<file path="src/rtl/p_instruction.sv">
// p_instruction: decoded-instruction types, flag indices and condition evaluation
package p_instruction;
    typedef enum logic [2:0] {
        KIND_ALU     = 3'd0,
        KIND_LOAD    = 3'd1,
        KIND_STORE   = 3'd2,
        KIND_BRANCH  = 3'd3,
        KIND_INVALID = 3'd7
    } e_kind;

    typedef enum logic [2:0] {
        COND_AL, COND_EQ, COND_NE, COND_GT, COND_GE, COND_LT, COND_LE, COND_NV
    } e_cond;

    typedef struct packed {
        e_kind       kind;
        e_cond       cond;
        logic [4:0]  rd;
        logic [4:0]  rs;
        logic [4:0]  rq;
        logic [15:0] imm;
    } s_decoded;

    localparam int FLAG_N = 3;
    localparam int FLAG_Z = 2;
    localparam int FLAG_C = 1;
    localparam int FLAG_V = 0;

    function automatic logic cond_eval(input e_cond c, input logic [3:0] f);
        logic lt;
        lt = f[FLAG_N] ^ f[FLAG_V];
        cond_eval = c == COND_AL ? 1'b1 :
                    c == COND_EQ ? f[FLAG_Z] :
                    c == COND_NE ? !f[FLAG_Z] :
                    c == COND_GT ? !f[FLAG_Z] && !lt :
                    c == COND_GE ? !lt :
                    c == COND_LT ? lt :
                    c == COND_LE ? f[FLAG_Z] || lt : 1'b0;
    endfunction
endpackage

</file>
<file path="src/rtl/issue_scoreboard.sv">
// issue_scoreboard: register/flags busy tracking with same-cycle writeback bypass
module issue_scoreboard (
    input  logic       clk,
    input  logic       rst_n,
    input  logic       set_valid,
    input  logic [4:0] set_rd,
    input  logic       set_flags,
    input  logic       wb_valid,
    input  logic [4:0] wb_rd,
    input  logic       wb_flags,
    input  logic [4:0] rd,
    input  logic [4:0] rs,
    input  logic [4:0] rq,
    input  logic       need_flags,
    output logic       hazard
);
    logic [31:0] busy, eff, set_mask;
    logic        flags_busy, flags_eff;

    assign eff       = busy & ~(wb_valid ? 32'd1 << wb_rd : 32'd0);
    assign flags_eff = flags_busy & ~wb_flags;
    // r0 is never marked, so eff[0] is always clear and needs no explicit guard
    assign set_mask  = set_valid ? (32'd1 << set_rd) & ~32'd1 : 32'd0;
    assign hazard    = eff[rd] || eff[rs] || eff[rq] || (need_flags && flags_eff);

    always_ff @(posedge clk or negedge rst_n) begin
        if (!rst_n) begin
            busy       <= '0;
            flags_busy <= 1'b0;
        end else begin
            busy       <= eff | set_mask;
            flags_busy <= flags_eff | set_flags;
        end
    end
endmodule

</file>
<file path="src/rtl/issue_stage.sv">
// issue_stage: hazard-checked, condition-filtered single-entry issue register
module issue_stage
    import p_instruction::*;
(
    input  logic       clk,
    input  logic       rst_n,
    input  logic       in_valid,
    output logic       in_ready,
    input  s_decoded   in_decoded,
    input  logic       in_sets_flags,
    input  logic [3:0] flags,
    input  logic       wb_valid,
    input  logic [4:0] wb_rd,
    input  logic       wb_flags,
    input  logic       flush,
    output logic       out_valid,
    input  logic       out_ready,
    output s_decoded   out_decoded,
    output logic       illegal,
    output logic [15:0] stall_cnt
);
    logic hazard, accept, invalid, issue;

    assign invalid  = in_decoded.kind == KIND_INVALID;
    assign in_ready = !hazard && (!out_valid || out_ready) && !flush;
    assign accept   = in_valid && in_ready;
    assign issue    = accept && !invalid && cond_eval(in_decoded.cond, flags);

    issue_scoreboard u_sb (
        .clk       (clk),
        .rst_n     (rst_n),
        .set_valid (issue),
        .set_rd    (in_decoded.rd),
        .set_flags (issue && in_sets_flags),
        .wb_valid  (wb_valid),
        .wb_rd     (wb_rd),
        .wb_flags  (wb_flags),
        .rd        (in_decoded.rd),
        .rs        (in_decoded.rs),
        .rq        (in_decoded.rq),
        .need_flags(in_decoded.cond != COND_AL),
        .hazard    (hazard)
    );

    always_ff @(posedge clk or negedge rst_n) begin
        if (!rst_n) begin
            out_valid   <= 1'b0;
            out_decoded <= '0;
            illegal     <= 1'b0;
            stall_cnt   <= '0;
        end else begin
            illegal   <= accept && invalid;
            stall_cnt <= in_valid && hazard && stall_cnt != 16'hFFFF ? stall_cnt + 16'd1 : stall_cnt;
            out_valid <= flush ? 1'b0 : issue ? 1'b1 : out_ready ? 1'b0 : out_valid;
            if (issue)
                out_decoded <= in_decoded;
        end
    end
endmodule

</file>
<file path="config.mk">
export PLATFORM = sky130hd
export DESIGN_NAME = issue_stage
export DESIGN_NICKNAME = d
export VERILOG_FILES = /design/src/rtl/p_instruction.sv /design/src/rtl/issue_scoreboard.sv /design/src/rtl/issue_stage.sv
export SDC_FILE = /design/constraint.sdc
export NUM_CORES = 1
export LEC_CHECK = 0
export BUFFER_PORTS_ARGS = -buffer_cell sky130_fd_sc_hd__buf_4
export CAP_MARGIN = 30
export CORE_MARGIN = 2
export CORE_UTILIZATION = 33
export DETAILED_ROUTE_END_ITERATION = 10
export PLACE_DENSITY = 0.58
export RECOVER_POWER = 50
export SYNTH_ARGS = -nofsm -noshare
export SYNTH_HDL_FRONTEND = slang
export SYNTH_HIERARCHICAL = 1
export SYNTH_SLANG_ARGS = --single-unit
export TNS_END_PERCENT = 1
</file>
<file path="constraint.sdc">
create_clock -name clk -period 6 [get_ports clk]
set_input_delay 0 -clock clk [delete_from_list [all_inputs] [get_ports clk]]
set_output_delay 0 -clock clk [all_outputs]
set_load 0.005 [all_outputs]
</file>
==> results.md <==
* Nets at 661
* Post-synth top area cell: dfrtp_1
* Routed vias/inst at 5.55
* Final Skew at 0.00669 ns
* Post-DP Area at 0.00590 mm2
* FF-to-FF path depth at 13
* Clock slew at the register clock pins of the worst setup and hold paths at 0.07 ns
* Synthesized cell area at 0.00499 mm2
* Core Region at 0.0146 mm2
* Critical Path Sink: u_sb/flags_busy
* TNS Setup at 0 ns
* I/O pins at 110
* Initial antenna violation count at 0
* Clock sink total at 88
* Critical Path Start: wb_rd[1]
* Main flop type after synthesis: dfrtp_1
* Layout cell share with drive strength beyond 1 at 27.5%
* Maxcap violations at 2
* VDD IR max at 210 uV
* Most frequent cell after synthesis: dfrtp_1
* H-tree Lvls at 3
* Starting Density at 34.1%
* Die Ht at 127 um
* Final Hold Viols at 0
* Worst slew pin tran at 2.98 ns
* RSZ-0062 raised after global routing: false
* Initial DRC count at 346
* Placed cells at 743
* First-pass GRT wire length at 23.3 mm
* Status: finished, violations left
* Layout area overhead at 30.8%
* CP max FO at 19
* Yosys top cell area share at 44.2%
* DR vias at 4409
* Multi-input logic area at 0.00259 mm2
* CP Class: primary input to register
* Post-synth EDFFs at 0
* FF/Latch Area at 0.00220 mm2
* Crit share post-route at 80.2%
* Post-route DRC at 0
* Synth Register Bits at 88
* Synthesis warning total at 6
* Arrival time worst endpoint at 5.09 ns
* Leakage power at 0.00285 uW
* Slew HR at -99.0%
* GPL Wtd Cong at 0.982
* Worst r2r dst: u_sb/flags_busy
* Hold crit path type: primary input to register
* CTS max path bufs at 2
* Seq/Total Area, Yosys at 44.2%
* Final cell count without fillers at 795
* I/O Buffers at 108
* Wire per inst at 18.5 um
* N_diodes at 0
* Fill cell count at 1383
* Post-DP HPWL at 10.5 mm
* Worst setup SP type: primary input
* GRT overflow at 0
* Top cells by count, synth: dfrtp_1, nand2_1, mux2_4
* Post-CTS Setup Repair Bufs at 0
* Fmax at 208 MHz
* Avg Cell Area, Syn at 10.7 um2
* CTS root buffer: clkbuf_16
* Final Cell Area at 0.00652 mm2
* Row cnt at 44
* Final min period at 4.81 ns
* Synth area leaders: dfrtp_1, mux2_4, o21ai_0
* Failing checks: capacitance limit, slew limit
* DRT Pass-1 Iters at 5
* Worst Path Required at 6.28 ns
* CTS tree: built
* Pin count of the biggest net entering global routing at 57
* Worst skew pair latency at 0.35 ns
* Die area at 0.0161 mm2
* Mapped Cells at 468
* Vias in the first global route at 4310
* Endpoints failing setup at 0
* Netlist cell types at 69
* FF-to-FF Start: u_sb/busy[8]
* Pwr/cell area at 316 mW/mm2
* Register-to-register setup slack at 1.36 ns
* Syn nets at 523
* Asr flop ratio synth at 100%
* Max-slew violation count at 91
* Total track usage at 18.4%
* Die X at 127 um
* TritonCTS Buffers at 9
* Final wirelength at 14.7 mm
* CP Capture Type: register
* Routed Antenna Nets at 0
==> per-layer routing <==
layer	GRT usage, %	routed length (um)	up-vias
met5	0	0	-
met1	24.0	6270	2164
met2	29.5	6960	207
li1	-	-	2013
met4	6.59	373	0
met3	4.72	1110	25
==> worst max-delay path, stage by stage <==
cell,delay (ns)
buf_4,0.18
or4b_1,0.61
o21ai_1,0.36
mux2i_1,0.15
o311a_1,0.31
or4_1,0.48
or4_1,0.64
or4b_1,0.60
nor2b_1,0.13
and3_2,0.40
buf_4,0.40
and2_1,0.18
a21o_1,0.08
dlygate4sd3_1,0.54
==> sequential cells by signal, indices dropped and copies added, names as in the netlist <==
signal / count
out_valid: 1
out_decoded: 37
u_sb/busy: 32
illegal: 1
u_sb/flags_busy: 1
stall_cnt: 16
==> worst min-delay path by stage <==
stage | endpoint | cells past startpoint | slack [ns] | startpoint
after CTS | out_decoded[18] | 2 | 0.01 | in_decoded[18]
after floorplan | illegal | 0 | -0.30 | rst_n
after detailed placement | u_sb/busy[3] | 1 | -0.007 | rst_n
after global placement | u_sb/busy[2] | 1 | -0.02 | rst_n
after global routing | out_decoded[18] | 2 | 0.03 | in_decoded[18]
final | out_decoded[18] | 2 | 0.03 | in_decoded[18]
==> per-stage QoR <==
step	utilization, %	hold slack, ns	setup WS (ns)	power (uW)
2_1_floorplan	-	-0.296	2.19	1170
3_3_place_gp	40.3	-0.0165	1.38	1500
3_5_place_dp	40.3	-0.00679	1.32	1500
4_1_cts	44.8	0.0141	1.27	2120
5_1_grt	44.5	0.0333	0.694	2180
6_report	44.5	0.0320	1.19	2060
==> power breakdown <==
group / internal, uW / switching (uW) / total, uW
clock network: 327 / 251 / 577
logic: 387 / 246 / 632
registers: 750 / 105 / 854
total: 1460 / 601 / 2060
==> timing repair <==
action                                  in CTS  in global routing
hold buffers                                36                  0
endpoints found under the setup margin       0                  0
hold endpoints to repair                    66                  0
gates resized for setup                      0                  0
==> cell usage in the layout, fill, tap and decap left out, types with 9 or more instances in the layout <==
cell type	netlist	routed
clkbuf_1	11	11
xnor2_1	11	11
nor2_1	23	23
mux2_4	37	37
nand4_1	15	15
buf_4	0	54
clkbuf_4	0	46
nor2b_1	15	15
mux2i_1	9	9
o21ai_1	10	10
o21ai_0	32	32
inv_1	13	13
dlygate4sd3_1	0	36
a31oi_1	9	9
o21bai_1	10	10
clkbuf_16	0	9
nand2_1	40	40
dfrtp_1	88	88
nand2b_1	13	13
nand3_1	16	16
==> area by class of cell <==
class	instances	area share (%)
repair buffers	147	17.7
inverters	13	0.748
flip-flops and latches	88	33.8
multi-input cells	347	39.7
well taps	184	3.53
clock buffers	9	3.45
clock inverters	7	1.19
==> cells by family (layout without fill, tap and decap cells) <==
group                      count (synthesis)  in the layout  share of synthesized area, %
xor gates and xnor gates                  17             17                          2.99
DFF                                       88             88                          44.2
AOI/OAI and AO/OA                        118            118                          16.1
adders and majority gates                  1              1                         0.251
and+or+nand+nor                          157            157                          17.4
buffers and inverters                     33            176                          3.94
muxes                                     54             54                          15.2
(Power assumes the default switching activity.)
